--- config.mk ---
export PLATFORM = sky130hd
export DESIGN_NAME = pipe_ctrl
export DESIGN_NICKNAME = d
export VERILOG_FILES = /design/src/rtl/pipe_ctrl.sv
export SDC_FILE = /design/constraint.sdc
export NUM_CORES = 1
export LEC_CHECK = 0
export CAP_MARGIN = 5
export CORE_MARGIN = 2
export CORE_UTILIZATION = 40
export DETAILED_ROUTE_END_ITERATION = 10
export HOLD_SLACK_MARGIN = 0.03
export PLACE_DENSITY = 0.72
export SLEW_MARGIN = 15
export SYNTH_ARGS = -nofsm -noshare
export SYNTH_HDL_FRONTEND = slang
export SYNTH_SLANG_ARGS = --single-unit
--- constraint.sdc ---
create_clock -name clk -period 5.1 [get_ports clk]
set_input_delay 0.51 -clock clk [delete_from_list [all_inputs] [get_ports clk]]
set_output_delay 0.51 -clock clk [all_outputs]
set_load 0.05 [all_outputs]
--- src/rtl/pipe_ctrl.sv ---
// Valid/enable sequencer for a fixed-depth register pipeline with valid/ready handshakes at both ends.
// Build option: define PIPE_CTRL_BUBBLE_COLLAPSE_EN to let items close up bubbles while the output stalls.
module pipe_ctrl #(
  parameter int STAGES = 4,
  parameter int CNT_W  = 4
) (
  input  logic              clk,
  input  logic              rstn,
  input  logic              in_valid,
  output logic              in_ready,
  output logic              out_valid,
  input  logic              out_ready,
  input  logic              flush,
  output logic [STAGES-1:0] stage_en,
  output logic [STAGES-1:0] stage_vld,
  output logic [CNT_W-1:0]  occupancy
);

  // Handshakes: input accepted when in_valid & in_ready, output delivered when out_valid & out_ready.
  logic [STAGES-1:0] vld_q, vld_d;
  logic [STAGES-1:0] rdy;
  logic [CNT_W-1:0]  occ_q, occ_d;
  logic              init_done_q, init_done_d;
  logic              accept, transfer;

`ifdef PIPE_CTRL_BUBBLE_COLLAPSE_EN
  // A stage may capture if it is empty or its occupant moves on this edge.
  always_comb begin
    rdy = '0;
    rdy[STAGES-1] = ~vld_q[STAGES-1] | out_ready;
    for (int i = STAGES - 2; i >= 0; i--) begin
      rdy[i] = ~vld_q[i] | rdy[i+1];
    end
  end
`else
  logic adv;
  assign adv = ~vld_q[STAGES-1] | out_ready;
  assign rdy = {STAGES{adv}};
`endif

  always_comb begin
    in_ready    = init_done_q & ~flush & rdy[0];
    accept      = in_valid & in_ready;
    transfer    = vld_q[STAGES-1] & out_ready;
    init_done_d = 1'b1;

    stage_en    = '0;
    stage_en[0] = accept;
    for (int i = 1; i < STAGES; i++) begin
      stage_en[i] = ~flush & rdy[i] & vld_q[i-1];
    end

    vld_d = vld_q;
    if (flush) begin
      vld_d = '0;
    end else begin
      if (rdy[0]) vld_d[0] = accept;
      for (int i = 1; i < STAGES; i++) begin
        if (rdy[i]) vld_d[i] = vld_q[i-1];
      end
    end

    // A transfer in the flush cycle is still delivered; the count simply clears.
    occ_d = occ_q;
    if (flush) begin
      occ_d = '0;
    end else if (accept && !transfer) begin
      occ_d = occ_q + CNT_W'(1);
    end else if (transfer && !accept) begin
      occ_d = occ_q - CNT_W'(1);
    end
  end

  always_ff @(posedge clk or negedge rstn) begin
    if (!rstn) begin
      vld_q       <= '0;
      occ_q       <= '0;
      init_done_q <= 1'b0;
    end else begin
      vld_q       <= vld_d;
      occ_q       <= occ_d;
      init_done_q <= init_done_d;
    end
  end

  assign out_valid = vld_q[STAGES-1];
  assign stage_vld = vld_q;
  assign occupancy = occ_q;

endmodule

# --- Word-level counts from Yosys, hierarchy flattened ---
# Index checks and enable logic that the tools add are counted.
# Widths: inputs -> output; s select.
classes:
  add_sub_neg: 2
  n_mux: 8
  n_bitwise: 11
  n_reduce_logical: 6
ops:
  columns: ["op", "count"]
  rows:
  - ["$mux 4", 4]
  - ["$and 1x1->1", 8]
  - ["$add 4x1->4 const B", 1]
  - ["$mux 1", 4]
  - ["$sub 4x1->4 const B", 1]
  - ["$reduce_bool 3->1", 1]
  - ["$logic_and 1x1->1", 2]
  - ["$logic_not 1->1", 2]
  - ["$not 1->1", 2]
  - ["$reduce_bool 2->1", 1]
  - ["$or 1x1->1", 1]
totals:
  regBits: 9
  in_bits: 5
  output_inout_bits: 14

# --- Longest topological paths before layout ---
logic_depth:
  ltp_word: 9
  ltp_mapped: 7
  ltp_nobuf: 7

# --- Least setup slack after synthesis ---
# OpenSTA, ideal clock, no wires.
synth_timing:
  kind: "register to register"
  from: "register vld_q[3], in the netlist stage_vld[3]"
  to: "register occ_q[3], in the netlist occupancy[3]"
  arrival_time_ps: 2164
  t_required_ps: 4965
  slack_ps: 2801
  path_stages_with_launch: 7
  n_path_buf: 0
  period_less_slack_ps: 2299
  cell_sequence: "dfrtp_1 or3_1 ha_1 a21o_1 a2111oi_4 o21ai_0 nor3b_2"
synth_between:
  elab_chain_cells: 7
  elab_cells_between_ends: 12
  classes_between: "mux: 2; bitwise: 5; reduce/logical: 5"
synth_rtl:
  columns: ["element", "line", "source"]
  rows:
  - ["from (decl)", "20", "logic [STAGES-1:0] vld_q, vld_d;"]
  - ["from (signal assigned)", "80", "vld_q <= vld_d;"]
  - ["$not 1->1", "37", "assign adv = ~vld_q[STAGES-1] | out_ready;"]
  - ["$or 1x1->1", "37", null]
  - ["$and 1x1->1", "42", "in_ready = init_done_q & ~flush & rdy[0];"]
  - ["$and 1x1->1", "43", "accept = in_valid & in_ready;"]
  - ["$logic_and 1x1->1 / $logic_not 1->1 (equally long branches)", "67, 69", null]
  - ["$mux 4 / $logic_and 1x1->1 (equally long branches)", "67, 69", null]
  - ["$mux 4 / $reduce_bool 3->1 (equally long branches)", null, null]
  - ["to (signal assigned)", "77", "occ_q <= '0;"]
  - ["to (signal assigned)", "81", "occ_q <= occ_d;"]
  - ["to (decl)", "22", "logic [CNT_W-1:0] occ_q, occ_d;"]
# Parallel ways exist; a longest one is shown, timed or not.
# A chain may end at the register's enable or synchronous reset.

# --- Worst setup path after layout ---
layout_timing:
  from: "input out_ready"
  to: "output in_ready"
layout_between:
  elab_chain_cells: 2
layout_rtl:
  columns: ["element", "line", "source"]
  rows:
  - ["from (decl)", "12", "input logic out_ready,"]
  - ["$or 1x1->1", "37", null]
  - ["$and 1x1->1", "42", null]
  - ["to (decl)", "10", "output logic in_ready,"]
# No other way between the ends.

==> impl_results.html <==
<table>
<tr><th>Metric</th><th>Value</th></tr>
<tr><th colspan="2">Outcome</th></tr>
<tr><td>Result of the run</td><td>complete, no violations</td></tr>
<tr><th colspan="2">Global routing</th></tr>
<tr><td>Number of global-route vias before repair</td><td>~430</td></tr>
<tr><td>Remaining global-route overflow</td><td>0</td></tr>
<tr><td>Initial antenna violation count</td><td>0</td></tr>
<tr><td>First-pass GRT wire length</td><td>1.97 mm</td></tr>
<tr><td>Total Routing Usage GR</td><td>18.8%</td></tr>
<tr><td>Largest net degree at the start of global routing</td><td>12</td></tr>
<tr><th colspan="2">Clock network</th></tr>
<tr><td>Clock sinks</td><td>9</td></tr>
<tr><td>Hold buffer count at cts</td><td>0</td></tr>
<tr><td>Clock root buffer master</td><td>sky130_fd_sc_hd__clkbuf_4</td></tr>
<tr><td>Bufs on Longest Clock Path</td><td>2</td></tr>
<tr><td>Post-CTS Setup Repair Bufs</td><td>0</td></tr>
<tr><td>Number of buffers created by CTS</td><td>3</td></tr>
<tr><td>Clock latency on the worst-skew pair</td><td>about 0.26 ns</td></tr>
<tr><td>CTS H-Tree Depth</td><td>1</td></tr>
<tr><td>Post-cts resize count</td><td>0</td></tr>
<tr><td>Clock tree from TritonCTS</td><td>done</td></tr>
<tr><td>Clock Pin Slew Worst Setup and Hold Paths</td><td>~0.060 ns</td></tr>
<tr><th colspan="2">STA</th></tr>
<tr><td>Total count of hold-check failures in the final report</td><td>0</td></tr>
<tr><td>Max Fclk</td><td>341 MHz</td></tr>
<tr><td>Max-Slew Margin vs Limit</td><td>about 66%</td></tr>
<tr><td>Min Clock Period, post-route</td><td>between 2 and 3 ns</td></tr>
<tr><td>Worst setup margin</td><td>2.17 ns</td></tr>
<tr><td>Least-Margin Pin Slew</td><td>0.505 ns</td></tr>
<tr><td>Final Cycle Share</td><td>57.5%</td></tr>
<tr><td>Final Slew Violations</td><td>0</td></tr>
<tr><td>Worst Clk Skew</td><td>0.00273 ns</td></tr>
<tr><td>Accumulated negative setup slack</td><td>0 ns</td></tr>
<tr><td>Setup-failing EPs final</td><td>0</td></tr>
<tr><td>Final-layout worst hold slack</td><td>roughly 0.55 ns</td></tr>
<tr><td>Setup repair after global routing missed its margin</td><td>no</td></tr>
<tr><th colspan="2">Synth</th></tr>
<tr><td>Count of synthesis-stage warnings from yosys</td><td>0</td></tr>
<tr><td>Library cells used by synthesis</td><td>24</td></tr>
<tr><td>Portion of the post-synthesis area used by sequential elements</td><td>40.8%</td></tr>
<tr><td>Net Count, Synth</td><td>64</td></tr>
<tr><td>Share of the synthesized area in compound gates (AO/OA/AOI/OAI)</td><td>between 10% and 20%</td></tr>
<tr><td>Post-synthesis cell count</td><td>56</td></tr>
<tr><td>Parity-gate share of the synthesized area counting xor and xnor cells</td><td>3.17%</td></tr>
<tr><td>Synthesized flop and latch total</td><td>9</td></tr>
<tr><td>Synthesized-area fraction occupied by adder cells</td><td>8.16%</td></tr>
<tr><td>Synthesized cell area</td><td>552 um2</td></tr>
<tr><td>Combinational family with the most area after synthesis</td><td>simple AND/OR/NAND/NOR gates</td></tr>
<tr><td>Synthesized area divided by synthesized cell count</td><td>9.85 um2</td></tr>
<tr><td>Mux cell area share after synthesis</td><td>7.94%</td></tr>
<tr><td>Area share of and/or/nand/nor cells after synthesis</td><td>between 20% and 30%</td></tr>
<tr><th colspan="2">Route</th></tr>
<tr><td>Remaining antenna violation count after routing</td><td>0</td></tr>
<tr><td>Count of TritonRoute iterations in the first routing pass</td><td>2</td></tr>
<tr><td>Drt first-iter violations</td><td>8</td></tr>
<tr><td>Final wirelength</td><td>roughly 1.2 mm</td></tr>
<tr><td>DRC</td><td>0</td></tr>
<tr><td>Vias per Instance</td><td>5.03</td></tr>
<tr><td>Vias after detailed routing</td><td>448</td></tr>
<tr><td>Average routed wire per standard cell</td><td>13.5 um</td></tr>
<tr><th colspan="2">Critical path</th></tr>
<tr><td>Worst setup endpoint</td><td>in_ready</td></tr>
<tr><td>Capturing element type of the critical path</td><td>output port</td></tr>
<tr><td>Worst reg2reg endpoint</td><td>occupancy[3]</td></tr>
<tr><td>Top fanout value on the critical path</td><td>7</td></tr>
<tr><td>Register-to-register setup slack</td><td>roughly 2.9 ns</td></tr>
<tr><td>R2R Path Start</td><td>init_done_q</td></tr>
<tr><td>CP Data Required Time</td><td>4.59 ns</td></tr>
<tr><td>Arrival @ worst endpoint</td><td>2.42 ns</td></tr>
<tr><td>Critical path launch point type</td><td>input pin</td></tr>
<tr><td>Worst Path Class, Setup</td><td>in2out</td></tr>
<tr><td>Origin of the worst setup path</td><td>out_ready</td></tr>
<tr><td>Depth of the worst register-to-register path</td><td>7</td></tr>
<tr><th colspan="2">Die</th></tr>
<tr><td>X dimension of the die</td><td>41.1 um</td></tr>
<tr><td>Initial core utilization</td><td>42.4%</td></tr>
<tr><td>Number of I/O pins</td><td>19</td></tr>
<tr><td>Die Ht</td><td>41.1 um</td></tr>
<tr><td>Floorplan die area</td><td>between 0.0015 and 0.002 mm2</td></tr>
<tr><td>Core area</td><td>between 0.001 and 0.0015 mm2</td></tr>
<tr><td>Cell Rows</td><td>13</td></tr>
<tr><th colspan="2">Power</th></tr>
<tr><td>Power Density</td><td>around 260 mW/mm2</td></tr>
<tr><td>Maximum VDD drop</td><td>about 0.13 mV</td></tr>
<tr><td>Leakage Power</td><td>0.314 nW</td></tr>
<tr><th colspan="2">Finish</th></tr>
<tr><td>Nets@finish</td><td>83</td></tr>
<tr><td>Commonest cells after routing, fill and taps aside</td><td>sky130_fd_sc_hd__clkdlybuf4s50_1 (18), sky130_fd_sc_hd__nor2_1 (10), sky130_fd_sc_hd__dfrtp_1 (9), sky130_fd_sc_hd__and2_1 (5)</td></tr>
<tr><td>Share of final-layout standard cells stronger than drive strength 1</td><td>8.11%</td></tr>
<tr><td>Layout area overhead</td><td>36.5%</td></tr>
<tr><td>Most common library cell in the layout ignoring fill and taps</td><td>sky130_fd_sc_hd__clkdlybuf4s50_1</td></tr>
<tr><td>Inserted Diodes</td><td>0</td></tr>
<tr><th colspan="2">Placement</th></tr>
<tr><td>Final HPWL from detailed placement</td><td>about 940 um</td></tr>
<tr><td>Pre-CTS setup slack</td><td>~2.2 ns</td></tr>
<tr><td>Routability-driven placement congestion ratio</td><td>around 0.73</td></tr>
<tr><td># port buffers</td><td>18</td></tr>
<tr><th colspan="2">Flow run</th></tr>
<tr><td>Max capacitance violation total</td><td>0</td></tr>
<tr><th colspan="2">Worst hold path</th></tr>
<tr><td>Hold WC Path Type</td><td>in2async</td></tr>
</table>
## layer usage
layer | share of wire [%] | vias up | routed length (um) | track usage [%]
met5 | 0 | - | 0 | 0
met4 | 0 | 0 | 0 | 7.26
met3 | 6.4 | 0 | 77 | 7.61
met2 | 47 | 15 | 570 | 28.9
met1 | 46 | 215 | 554 | 23.2
li1 | - | 218 | - | -
## synth_stat cells
master / number / area (um2)
sky130_fd_sc_hd__nor2_1: 10 / 37.5
sky130_fd_sc_hd__dfrtp_1: 9 / 225
sky130_fd_sc_hd__and2_1: 5 / 31.3
sky130_fd_sc_hd__inv_1: 3 / 11.3
sky130_fd_sc_hd__mux2i_1: 3 / 30.0
sky130_fd_sc_hd__a211oi_1: 2 / 15.0
sky130_fd_sc_hd__a21oi_1: 2 / 10.0
sky130_fd_sc_hd__buf_4: 2 / 15.0
sky130_fd_sc_hd__ha_1: 2 / 25.0
sky130_fd_sc_hd__nand2_1: 2 / 7.51
sky130_fd_sc_hd__nor3_1: 2 / 10.0
sky130_fd_sc_hd__xnor2_1: 2 / 17.5
sky130_fd_sc_hd__a2111oi_4: 1 / 27.5
sky130_fd_sc_hd__a21o_1: 1 / 7.51
sky130_fd_sc_hd__buf_2: 1 / 5.00
sky130_fd_sc_hd__clkbuf_1: 1 / 3.75
sky130_fd_sc_hd__conb_1: 1 / 3.75
sky130_fd_sc_hd__fa_1: 1 / 20.0
sky130_fd_sc_hd__mux2i_2: 1 / 13.8
sky130_fd_sc_hd__nand3_1: 1 / 5.00
sky130_fd_sc_hd__nor2b_1: 1 / 6.26
sky130_fd_sc_hd__nor3b_2: 1 / 12.5
sky130_fd_sc_hd__o21ai_0: 1 / 5.00
sky130_fd_sc_hd__or3_1: 1 / 6.26
## final cells by class
type	instances	area, um2
multi-input cells	40	292
repair buffers	18	180
fillers	122	548
inverters	3	11.3
clock buffers	4	26.3
flip-flops and latches	9	225
well taps	15	18.8
## state kept, by name, summed over array words and instances (netlist names)
| signal | count |
|---|---|
| init_done_q | 1 |
| stage_vld | 4 |
| occupancy | 4 |
## logic make-up (layout without fill, tap and decap cells)
group,Yosys count,in the layout
compound gates,7,7
xor+xnor,2,2
fa+ha+maj,3,3
buf+inv,7,25
flops,9,9
mux,4,4
other cells,1,1
simple gates,23,23
## how the worst min path moves through the flow
| stage | startpoint | to | slack, ns | depth (start not counted) |
|---|---|---|---|---|
| after floorplan | rstn | init_done_q | 0.21 | 0 |
| after global placement | stage_vld[2] | stage_vld[3] | 0.54 | 2 |
| after detailed placement | stage_vld[2] | stage_vld[3] | 0.55 | 2 |
| after CTS | rstn | occupancy[0] | 0.56 | 1 |
| after global routing | rstn | occupancy[0] | 0.58 | 1 |
| final | rstn | occupancy[0] | 0.55 | 1 |
## report_power, final
| group | internal, mW | leakage (nW) | switching (mW) | total [mW] |
|---|---|---|---|---|
| clock | 0.0301 | 0.0150 | 0.0241 | 0.0542 |
| combinational | 0.0224 | 0.179 | 0.0364 | 0.0587 |
| sequential | 0.0754 | 0.120 | 0.00419 | 0.0796 |
## critical path, cell delays in order
cell and delay (ns):
sky130_fd_sc_hd__clkdlybuf4s50_1 0.44, sky130_fd_sc_hd__nor2b_1 0.43, sky130_fd_sc_hd__nor2_1 0.16, sky130_fd_sc_hd__and2_1 0.19, sky130_fd_sc_hd__clkdlybuf4s50_1 0.70
## metrics by stage
step                instances  util (%)  power, mW  cell area, um2
finish                     89      57.9      0.193             753
detailed placement         85      55.9      0.140             727
global placement           85      55.9      0.138             727
floorplan                  56         -      0.121             552
CTS                        89      57.9      0.197             753
global route               89      57.9      0.205             753
No activity file was read; power rests on OpenSTA's default activity.
